File: src/rtl/alu_result_stage.sv
// Registered result stage behind the 32-bit ALU: captures R/Cout/F, derives status flags,
// and hands them downstream over valid/ready. Define ALU_STAGE_SKID_EN for a two-entry skid version.
module alu_result_stage #(
  parameter int CNT_W = 16
) (
  input  logic             clk,
  input  logic             reset,
  input  logic             in_valid,
  output logic             in_ready,
  input  logic [31:0]      in_R,
  input  logic             in_Cout,
  input  logic [2:0]       in_F,
  input  logic             in_A31,
  input  logic             in_B31,
  output logic             out_valid,
  input  logic             out_ready,
  output logic [31:0]      out_R,
  output logic [2:0]       out_F,
  output logic             out_zero,
  output logic             out_neg,
  output logic             out_carry,
  output logic             out_ovf,
  output logic [CNT_W-1:0] out_count
);

  typedef struct packed {
    logic [31:0] r;
    logic [2:0]  f;
    logic        zero;
    logic        neg;
    logic        carry;
    logic        ovf;
  } entry_t;

  entry_t           in_entry;
  entry_t           main_q, main_d;
  logic             main_vld_q, main_vld_d;
  logic [CNT_W-1:0] count_q, count_d;
  logic             accept;

  // NOTE: every always_comb output gets a default first, so no path leaves it unassigned (no latch).
  always_comb begin
    in_entry       = '0;
    in_entry.r     = in_R;
    in_entry.f     = in_F;
    in_entry.zero  = (in_R == 32'd0);
    in_entry.neg   = in_R[31];
    case (in_F)
      3'b000: begin
        in_entry.carry = in_Cout;
        in_entry.ovf   = (in_A31 == in_B31) & (in_R[31] != in_A31);
      end
      3'b001: begin
        in_entry.carry = in_Cout;
        in_entry.ovf   = (in_A31 != in_B31) & (in_R[31] != in_A31);
      end
      default: ;
    endcase
  end

  assign accept  = in_valid & in_ready;
  assign count_d = count_q + {{(CNT_W-1){1'b0}}, accept};

`ifdef ALU_STAGE_SKID_EN
  entry_t skid_q, skid_d;
  logic   skid_vld_q, skid_vld_d;
  logic   pop;

  assign pop      = main_vld_q & out_ready;
  assign in_ready = ~skid_vld_q;

  // Skid only fills on a stall with main occupied, and drains into main on the next pop.
  always_comb begin
    main_d     = main_q;
    main_vld_d = main_vld_q;
    skid_d     = skid_q;
    skid_vld_d = skid_vld_q;
    if (skid_vld_q) begin
      if (pop) begin
        main_d     = skid_q;
        skid_vld_d = 1'b0;
      end
    end else if (main_vld_q) begin
      if (pop && accept) begin
        main_d = in_entry;
      end else if (pop) begin
        main_vld_d = 1'b0;
      end else if (accept) begin
        skid_d     = in_entry;
        skid_vld_d = 1'b1;
      end
    end else if (accept) begin
      main_d     = in_entry;
      main_vld_d = 1'b1;
    end
  end

  // NOTE: skid data is never visible on the ports until moved into main, so only its valid bit is reset.
  always_ff @(posedge clk) begin
    if (reset) begin
      skid_vld_q <= 1'b0;
    end else begin
      skid_vld_q <= skid_vld_d;
    end
    skid_q <= skid_d;
  end
`else
  assign in_ready = ~main_vld_q | out_ready;

  always_comb begin
    main_vld_d = accept | (main_vld_q & ~out_ready);
    main_d     = accept ? in_entry : main_q;
  end
`endif

  // NOTE: state is updated only with non-blocking <= here; blocking = stays in the always_comb blocks.
  always_ff @(posedge clk) begin
    if (reset) begin
      main_q     <= '0;
      main_vld_q <= 1'b0;
      count_q    <= '0;
    end else begin
      main_q     <= main_d;
      main_vld_q <= main_vld_d;
      count_q    <= count_d;
    end
  end

  assign out_valid = main_vld_q;
  assign out_R     = main_q.r;
  assign out_F     = main_q.f;
  assign out_zero  = main_q.zero;
  assign out_neg   = main_q.neg;
  assign out_carry = main_q.carry;
  assign out_ovf   = main_q.ovf;
  assign out_count = count_q;

endmodule

File: config.mk
export PLATFORM = sky130hd
export DESIGN_NAME = alu_result_stage
export DESIGN_NICKNAME = d
export VERILOG_FILES = /design/src/rtl/alu_result_stage.sv
export SDC_FILE = /design/constraint.sdc
export NUM_CORES = 1
export LEC_CHECK = 0
export BUFFER_PORTS_ARGS = -buffer_cell sky130_fd_sc_hd__buf_4
export CAP_MARGIN = 20
export CORE_MARGIN = 3
export CORE_UTILIZATION = 46
export CTS_CLUSTER_DIAMETER = 120
export CTS_CLUSTER_SIZE = 20
export DETAILED_ROUTE_END_ITERATION = 6
export GPL_TIMING_DRIVEN = 0
export PLACE_DENSITY = 0.77
export SYNTH_ARGS = -nofsm -noshare
export SYNTH_HDL_FRONTEND = slang
export SYNTH_SLANG_ARGS = --single-unit
File: constraint.sdc
create_clock -name clk -period 2.4 [get_ports clk]
set_clock_uncertainty 0.05 [all_clocks]
set_input_delay 0.36 -clock clk [delete_from_list [all_inputs] [get_ports clk]]
set_output_delay 0.36 -clock clk [all_outputs]
set_load 0.02 [all_outputs]
Yosys cells after proc, flatten, opt, wreduce, memory -nomap -nowiden

Index checks and enable logic that the tools add are counted.

Magnitude comparators: 0
Reduce and logical (&&, ||, !) cells: 2
Bitwise gates (word level): 8
Shifts and indexed selects: 0
Add/subtract/negate cells: 1
Multiply operators: 0
Divide/modulo/power cells: 0
Equality and inequality tests: 4
Muxes and demuxes: 1

Operators by type and width:

| kind                                                             | number |
|---|---|
| 32-bit zero test                                                 | 1 |
| 16-bit by 1-bit adder with 16-bit output                         | 1 |
| 1-bit bitwise AND                                                | 4 |
| 2-bit one-hot mux with 2 select lines                            | 1 |
| 3-bit by 1-bit == test with 1-bit output (second input constant) | 1 |
| 3-bit zero test                                                  | 1 |
| 1-bit inequality test                                            | 2 |
| 1-bit NOT                                                        | 2 |
| 1-bit OR                                                         | 2 |
| 1-bit == test                                                    | 1 |

Register bits after elaboration: 56
Input port bits: 42
Bits in latches: 0
Memories kept: 0
Bits in writable memories: 0
Output and inout bits: 57
ROM bits: 0
Word-level logic and storage cells: 24

Logic depth before layout (Yosys ltp)

Gate-level depths: netlist (run 1).

Depth after elaboration: 4
Mapped depth: 10

Least setup slack after synthesis (run 1)

No wires, ideal clock.

Path kind: in2reg
Start point: input port out_ready
End point: register count_q[15] (netlist: out_count[15])
Path slack: 0.048 ns
Required time: 2.280 ns
Library setup time: 0.070 ns
Cell stages on the path: 9
Buffers on the path: 1
Data arrival time: 2.232 ns
Cells stage by stage: nand2b_1 nand2_1 inv_1 clkbuf_1 ha_1 nand3_1 or3_1 or3_1 a21oi_1

Longest elaborated chain between the ends: 3

RTL lines:

| item                                     | line | source |
|---|---|---|
| start: declaration                       | 16   | `input logic out_ready,` |
| 1-bit OR                                 | 108  | `assign in_ready = ~main_vld_q \| out_ready;` |
| 1-bit bitwise AND                        | 61   | `assign accept = in_valid & in_ready;` |
| via accept                               | 39   | `logic accept;` |
| 16-bit by 1-bit adder with 16-bit output | 62   | `assign count_d = count_q + {{(CNT_W-1){1'b0}}, accept};` |
| end signal: assignment                   | 125  | `count_q <= count_d;` |
| end: declaration                         | 38   | `logic [CNT_W-1:0] count_q, count_d;` |

The timed path passes the listed nets, and every way through them passes these cells.
A chain may end at the register's enable or synchronous reset.

Worst setup path in the final report (run 1)

Start point: register main_vld_q (netlist: out_valid)
End point: register count_q[8] (netlist: out_count[8])

Longest elaborated chain between the ends: 4

RTL lines:

| item                                     | line | source |
|---|---|---|
| start: declaration                       | 37   | `logic main_vld_q, main_vld_d;` |
| start signal: assignment                 | 124  | `main_vld_q <= main_vld_d;` |
| 1-bit NOT                                | 108  |  |
| 1-bit OR                                 | 108  |  |
| 1-bit bitwise AND                        | 61   |  |
| 16-bit by 1-bit adder with 16-bit output | 62   |  |

No other way between the ends.

==> results_dict.tcl, run 1 <==
set metrics [dict create \
    synth_common_cells "nand2_1 (77), dfxtp_1 (55), a21oi_1 (40)" \
    required_ns 2.53 \
    drtIter0Drc 145 \
    max_cap_violations 0 \
    hold_ws_ns 0.249 \
    critPathMaxFanout 13 \
    core_area_um2 4410 \
    finish.utilization 0.683 \
    vias 2129 \
    grt_util_met1 0.263 \
    synthXorXnorAreaFrac 0.0531 \
    rsz0062_at_grt "false" \
    cp-end-kind "register" \
    ant_nets 0 \
    layout_min_cycle_time_ns 2.18 \
    mappedNetlistNets 307 \
    drive_gt1_frac 0.304 \
    start_util 0.486 \
    cts_buffer_depth 2 \
    power_frac_seq 0.562 \
    cts_made_buffers 5 \
    drt-wirelength-per-cell_um 13.6 \
    synthSimpleGateAreaFrac 0.277 \
    synth_edf_count 0 \
    die_h_um 74.3 \
    synthAdderAreaFrac 0.0175 \
    rows 24 \
    synth_mux_area_frac 0.00467 \
    syn_inst 262 \
    start_kind "register" \
    setup_viol 0 \
    grt_use_met2 0.333 \
    grt_max_degree 15 \
    drv_slew 0 \
    cts_tree "built" \
    finalCritPeriodShare 0.908 \
    fin_nets 411 \
    synth-seq-cells 55 \
    p_clk_frac 0.271 \
    yosys_warnings 0 \
    path_class "reg2reg" \
    p_int_mw 1.28 \
    cts.sinks 55 \
    yosysUniqueCellTypes 28 \
    tightest_slew_ns 0.505 \
    synth_top_area_cell "dfxtp_1" \
    grt_use_met3 0.0757 \
    cp_common_cell "ha_1" \
    ys_seq_area_frac 0.514 \
    drt_pre_antenna_iters 4 \
    slew_headroom 0.663 \
    cts_htree_levels 2 \
    totalWireLength_um 5680 \
    yosysMostFrequentCell "nand2_1" \
    clk_pin_slew_ns 0.09 \
    p_switching_mw 0.456 \
    r2r_setup_slack_ns 0.22 \
    via_per_inst 5.11 \
    total_power_mw 1.73 \
    slowest_stage "dfxtp_1" \
    die_area_um2 5510 \
    swShare 0.263 \
    ios 99 \
    hold_viol 0 \
    ir_drop_mv 0.433 \
    portBuffers 98 \
    slowest_delay_ns 0.34 \
    gr-total-overflow 0 \
    synth_top_family_by_area "simple AND/OR/NAND/NOR gates" \
    clock_latency_ns 0.30 \
    status "completed" \
    final_area_um2 3020 \
    grt_pass1_vias 1897 \
    n_antenna_cell 0 \
    synthToLayoutAreaGrowth_pct 40.7 \
    dp_hpwl_um 4400 \
    p_leak_nw 1.32 \
    worstPathCellList "nand2b_1 -> nand2_1 -> clkinvlp_4 -> ha_1 -> ha_1 -> and4_1 -> nand4_1 -> xor2_1 -> nor2_1" \
    die_w_um 74.3 \
    hold_path.class "in2reg" \
    synthFlopType "dfxtp_1" \
    synth_area_um2 2140 \
    antenna_found_initial 0 \
    hold_buffers 0 \
    synth_top_area_share 0.514 \
    ys_async_sr_fraction 0 \
    grt.busiest_layer "met2" \
    root_buffer "clkbuf_8" \
    yosys-top-cells-area "dfxtp_1 (51%), nand2_1 (13%), a21oi_1 (9.3%)" \
    place_area_um2 2940 \
    synth_compound_area_frac 0.100 \
    drc 0 \
    power.combinational.fraction 0.168 \
    critical_path_arrival_ns 2.30 \
    routabilityCongestion 0.753 \
    grt_util_all_layers 0.209 \
    fmaxAchievable_ghz 0.459 \
    synth.avg_cell_area_um2 8.18 \
    power_density_nw_per_um2 575 \
    grt_pass1_wl_um 8800 \
]
## layout make-up
class                   count  area (um^2)
fillers                   382         1400
multi-input cells         190          971
clock buffers               6         72.6
well taps                  52         65.1
flip-flops and latches     55         1100
inverters                   2         11.3
plain buffers              14         60.1
repair buffers             98          736
## worst max-delay path, delay by kind of cell, from the launching register on
family / cells / cell delay (ns)
xor+xnor: 1 / 0.19
fa+ha+maj: 2 / 0.50
buf+inv: 1 / 0.25
flops: 1 / 0.34
simple gates: 5 / 0.72
## metrics by stage
stage               instances  TNS, ns  worst slack (ns)
CTS                       417        0             0.168
floorplan                 262        0            0.0477
global route              417        0             0.102
finish                    417        0             0.222
global placement          412   -0.210            -0.143
detailed placement        412   -0.332            -0.162
## kinds of logic (layout without fill, tap and decap cells)
logic type,Yosys count,count (layout)
and+or+nand+nor,130,130
muxes,1,1
xor gates and xnor gates,13,13
DFF,55,55
adders and majority gates,3,3
AOI/OAI and AO/OA,43,43
buffers and inverters,17,120
## power groups by stage
| stage | sequential (mW) | combinational [mW] | clock [mW] |
|---|---|---|---|
| 2_1_floorplan | 1.04 | 0.0904 | 0 |
| 3_3_place_gp | 0.993 | 0.288 | 0 |
| 3_5_place_dp | 0.995 | 0.291 | 0 |
| 4_1_cts | 0.974 | 0.291 | 0.483 |
| 5_1_grt | 0.980 | 0.316 | 0.521 |
| 6_report | 0.974 | 0.290 | 0.469 |
## final timing paths
kind                            depth (start not counted)           end  startpoint
worst max-delay path                                    9  out_count[8]   out_valid
worst min-delay path                                    3     out_valid    in_valid
worst max register to register                          9  out_count[8]   out_valid
worst min register to register                          2      out_F[1]    out_F[1]
## state kept, by name, summed over array words and instances, names as in the netlist
name,count
out_count,16
out_F,3
out_zero,1
out_ovf,1
out_R,32
out_valid,1
out_carry,1
## layout by cell type, fill, tap and decap left out, drive strengths merged
cell / netlist / routed
clkinvlp: 0 / 1
buf: 7 / 105
and3: 1 / 1
ha: 3 / 3
nor2: 13 / 13
and4: 3 / 3
nand3: 8 / 8
mux2i: 1 / 1
inv: 2 / 1
nor2b: 2 / 2
xor2: 8 / 8
nor4: 8 / 8
xnor2: 5 / 5
dfxtp: 55 / 55
or3: 3 / 3
nand2: 77 / 77
nand2b: 3 / 3
nand3b: 1 / 1
clkbuf: 8 / 13
or4: 2 / 2
nor3: 3 / 3
nand4: 6 / 6
a21oi: 40 / 40
o21ai: 3 / 3
## routing by layer
metal	routed length (um)	vias to the layer above
met5	0	-
met4	44	0
met3	516	4
met2	2750	71
met1	2360	967
li1	-	1087
## repair_timing
item	in CTS	in global routing
buffers inserted	0	0
resized for setup	0	1
setup endpoints to repair	1	1
Note: power is estimated with default switching activity, not from simulation.
==> run 2, diff against run 1 <==
- CORE_MARGIN: 3 -> unset
==> results_dict.tcl, run 2 (synthesis results as in run 1) <==
set metrics [dict create \
    totalWireLength_um 5360 \
    n_antenna_cell 0 \
    setup_viol 0 \
    ant_nets 0 \
    crit_family "simple AND/OR/NAND/NOR gates" \
    worstPathCellList "nand2b_1 -> nand2_1 -> clkinvlp_4 -> ha_1 -> ha_1 -> and4_1 -> nand4_1 -> xor2_1 -> nor2_1" \
    drtIter0Drc 72 \
    critical_path_arrival_ns 2.28 \
    dp_hpwl_um 4180 \
    finalCritPeriodShare 0.896 \
    drt-wirelength-per-cell_um 12.8 \
    p_leak_nw 1.35 \
    cts_htree_levels 2 \
    synthToLayoutAreaGrowth_pct 42.8 \
    gr-total-overflow 0 \
    vias 2140 \
    die_h_um 70.3 \
    critPathMaxFanout 13 \
    via_per_inst 5.11 \
    routabilityCongestion 0.779 \
    grt_pass1_wl_um 8960 \
    clock_latency_ns 0.30 \
    fin_nets 411 \
    drive_gt1_frac 0.311 \
    path_class "reg2reg" \
    grt_pass1_vias 1955 \
    required_ns 2.52 \
    cp_common_cell "ha_1" \
    max_cap_violations 0 \
    core_area_um2 4410 \
    slew_headroom 0.682 \
    cp-end-kind "register" \
    largest_reg_flops 32 \
    cts_buffer_depth 2 \
    rsz0062_at_grt "false" \
    power_density_nw_per_um2 617 \
    drc 0 \
    cts_made_buffers 5 \
    mostFrequentLayoutCell "buf_4" \
    drt_pre_antenna_iters 4 \
    die_w_um 70.3 \
    ios 99 \
    layout_common_cells "buf_4 (99), nand2_1 (77), dfxtp_1 (55)" \
    hold_viol 0 \
    fmaxAchievable_ghz 0.465 \
    die_area_um2 4940 \
    grt_max_degree 17 \
    root_buffer "clkbuf_8" \
    hold_path.class "in2reg" \
    antenna_found_initial 0 \
    worst_slack_ns 0.249 \
    grt_util_all_layers 0.229 \
    tightest_slew_ns 0.478 \
    cts_tree "built" \
    start_kind "register" \
    num-fill-cells 398 \
    start_util 0.486 \
    slowest_delay_ns 0.34 \
    setup-tns-final_ns 0 \
    ir_drop_mv 0.390 \
    drv_slew 0 \
    status "completed" \
    cp.buffers_inverters 1 \
    finish.utilization 0.694 \
    rows 24 \
    slowest_stage "dfxtp_1" \
    layout_min_cycle_time_ns 2.15 \
    dp_worst_setup_slack_ns -0.182 \
    portBuffers 98 \
    clk_pin_slew_ns 0.10 \
    cts.sinks 55 \
]
-- run 2: changes by cell type in the layout (fill, tap and decap cells not counted), sizes merged --
cell    delta
bufinv     +1
clkinv     +1
-- run 2: cell type report --
cell class / instances / area, um^2 / share of cell area
Clock inverter: 2 / 35.0 / 0.0114
Sequential cell: 55 / 1100 / 0.360
Timing Repair Buffer: 98 / 736 / 0.240
Tap cell: 52 / 65.1 / 0.0213
Inverter: 2 / 11.3 / 0.00368
Buffer: 14 / 60.1 / 0.0196
Multi-Input combinational cell: 190 / 971 / 0.317
Clock buffer: 6 / 82.6 / 0.0270
-- run 2: tightest hold or removal path, delay by kind of cell --
kind / cells / cell delay [ns]
buffers and inverters: 1 / 0.11
AO/OA/AOI/OAI: 1 / 0.05
AND/OR/NAND/NOR: 1 / 0.05
-- run 2: timing repair --
item,CTS,global route
hold buffers,0,0
resized for setup,0,1
buffers inserted,0,0
setup endpoints to repair,1,1
-- run 2: final timing paths --
check / endpoint / cells past startpoint / from / slack [ns]
min reg2reg: out_R[10] / 2 / out_R[10] / 0.41
min: out_R[30] / 3 / in_R[30] / 0.25
max reg2reg: out_count[14] / 9 / out_valid / 0.25
max: out_count[14] / 9 / out_valid / 0.25
-- run 2: report_power, final --
group	internal, mW	switching, mW
clock	0.338	0.291
sequential	0.952	0.0218
combinational	0.130	0.158
-- run 2: stage by stage --
step	cell area, um^2	power (mW)	hold WS, ns	std cells
global route	3060	1.97	0.243	419
finish	3060	1.89	0.253	419
detailed placement	2940	1.28	0.397	412
CTS	3060	1.90	0.245	419
global placement	2940	1.28	0.392	412
floorplan	2140	1.13	0.439	262
-- run 2: per-layer routing --
layer  up-vias  part of all wire  wire, um  track usage
met4         0            0.0078        42       0.0667
met3         4             0.071       379       0.0693
met1       986              0.44      2380        0.293
met5         -                 0         0            0
li1       1083                 -         -            -
met2        67              0.48      2560        0.371
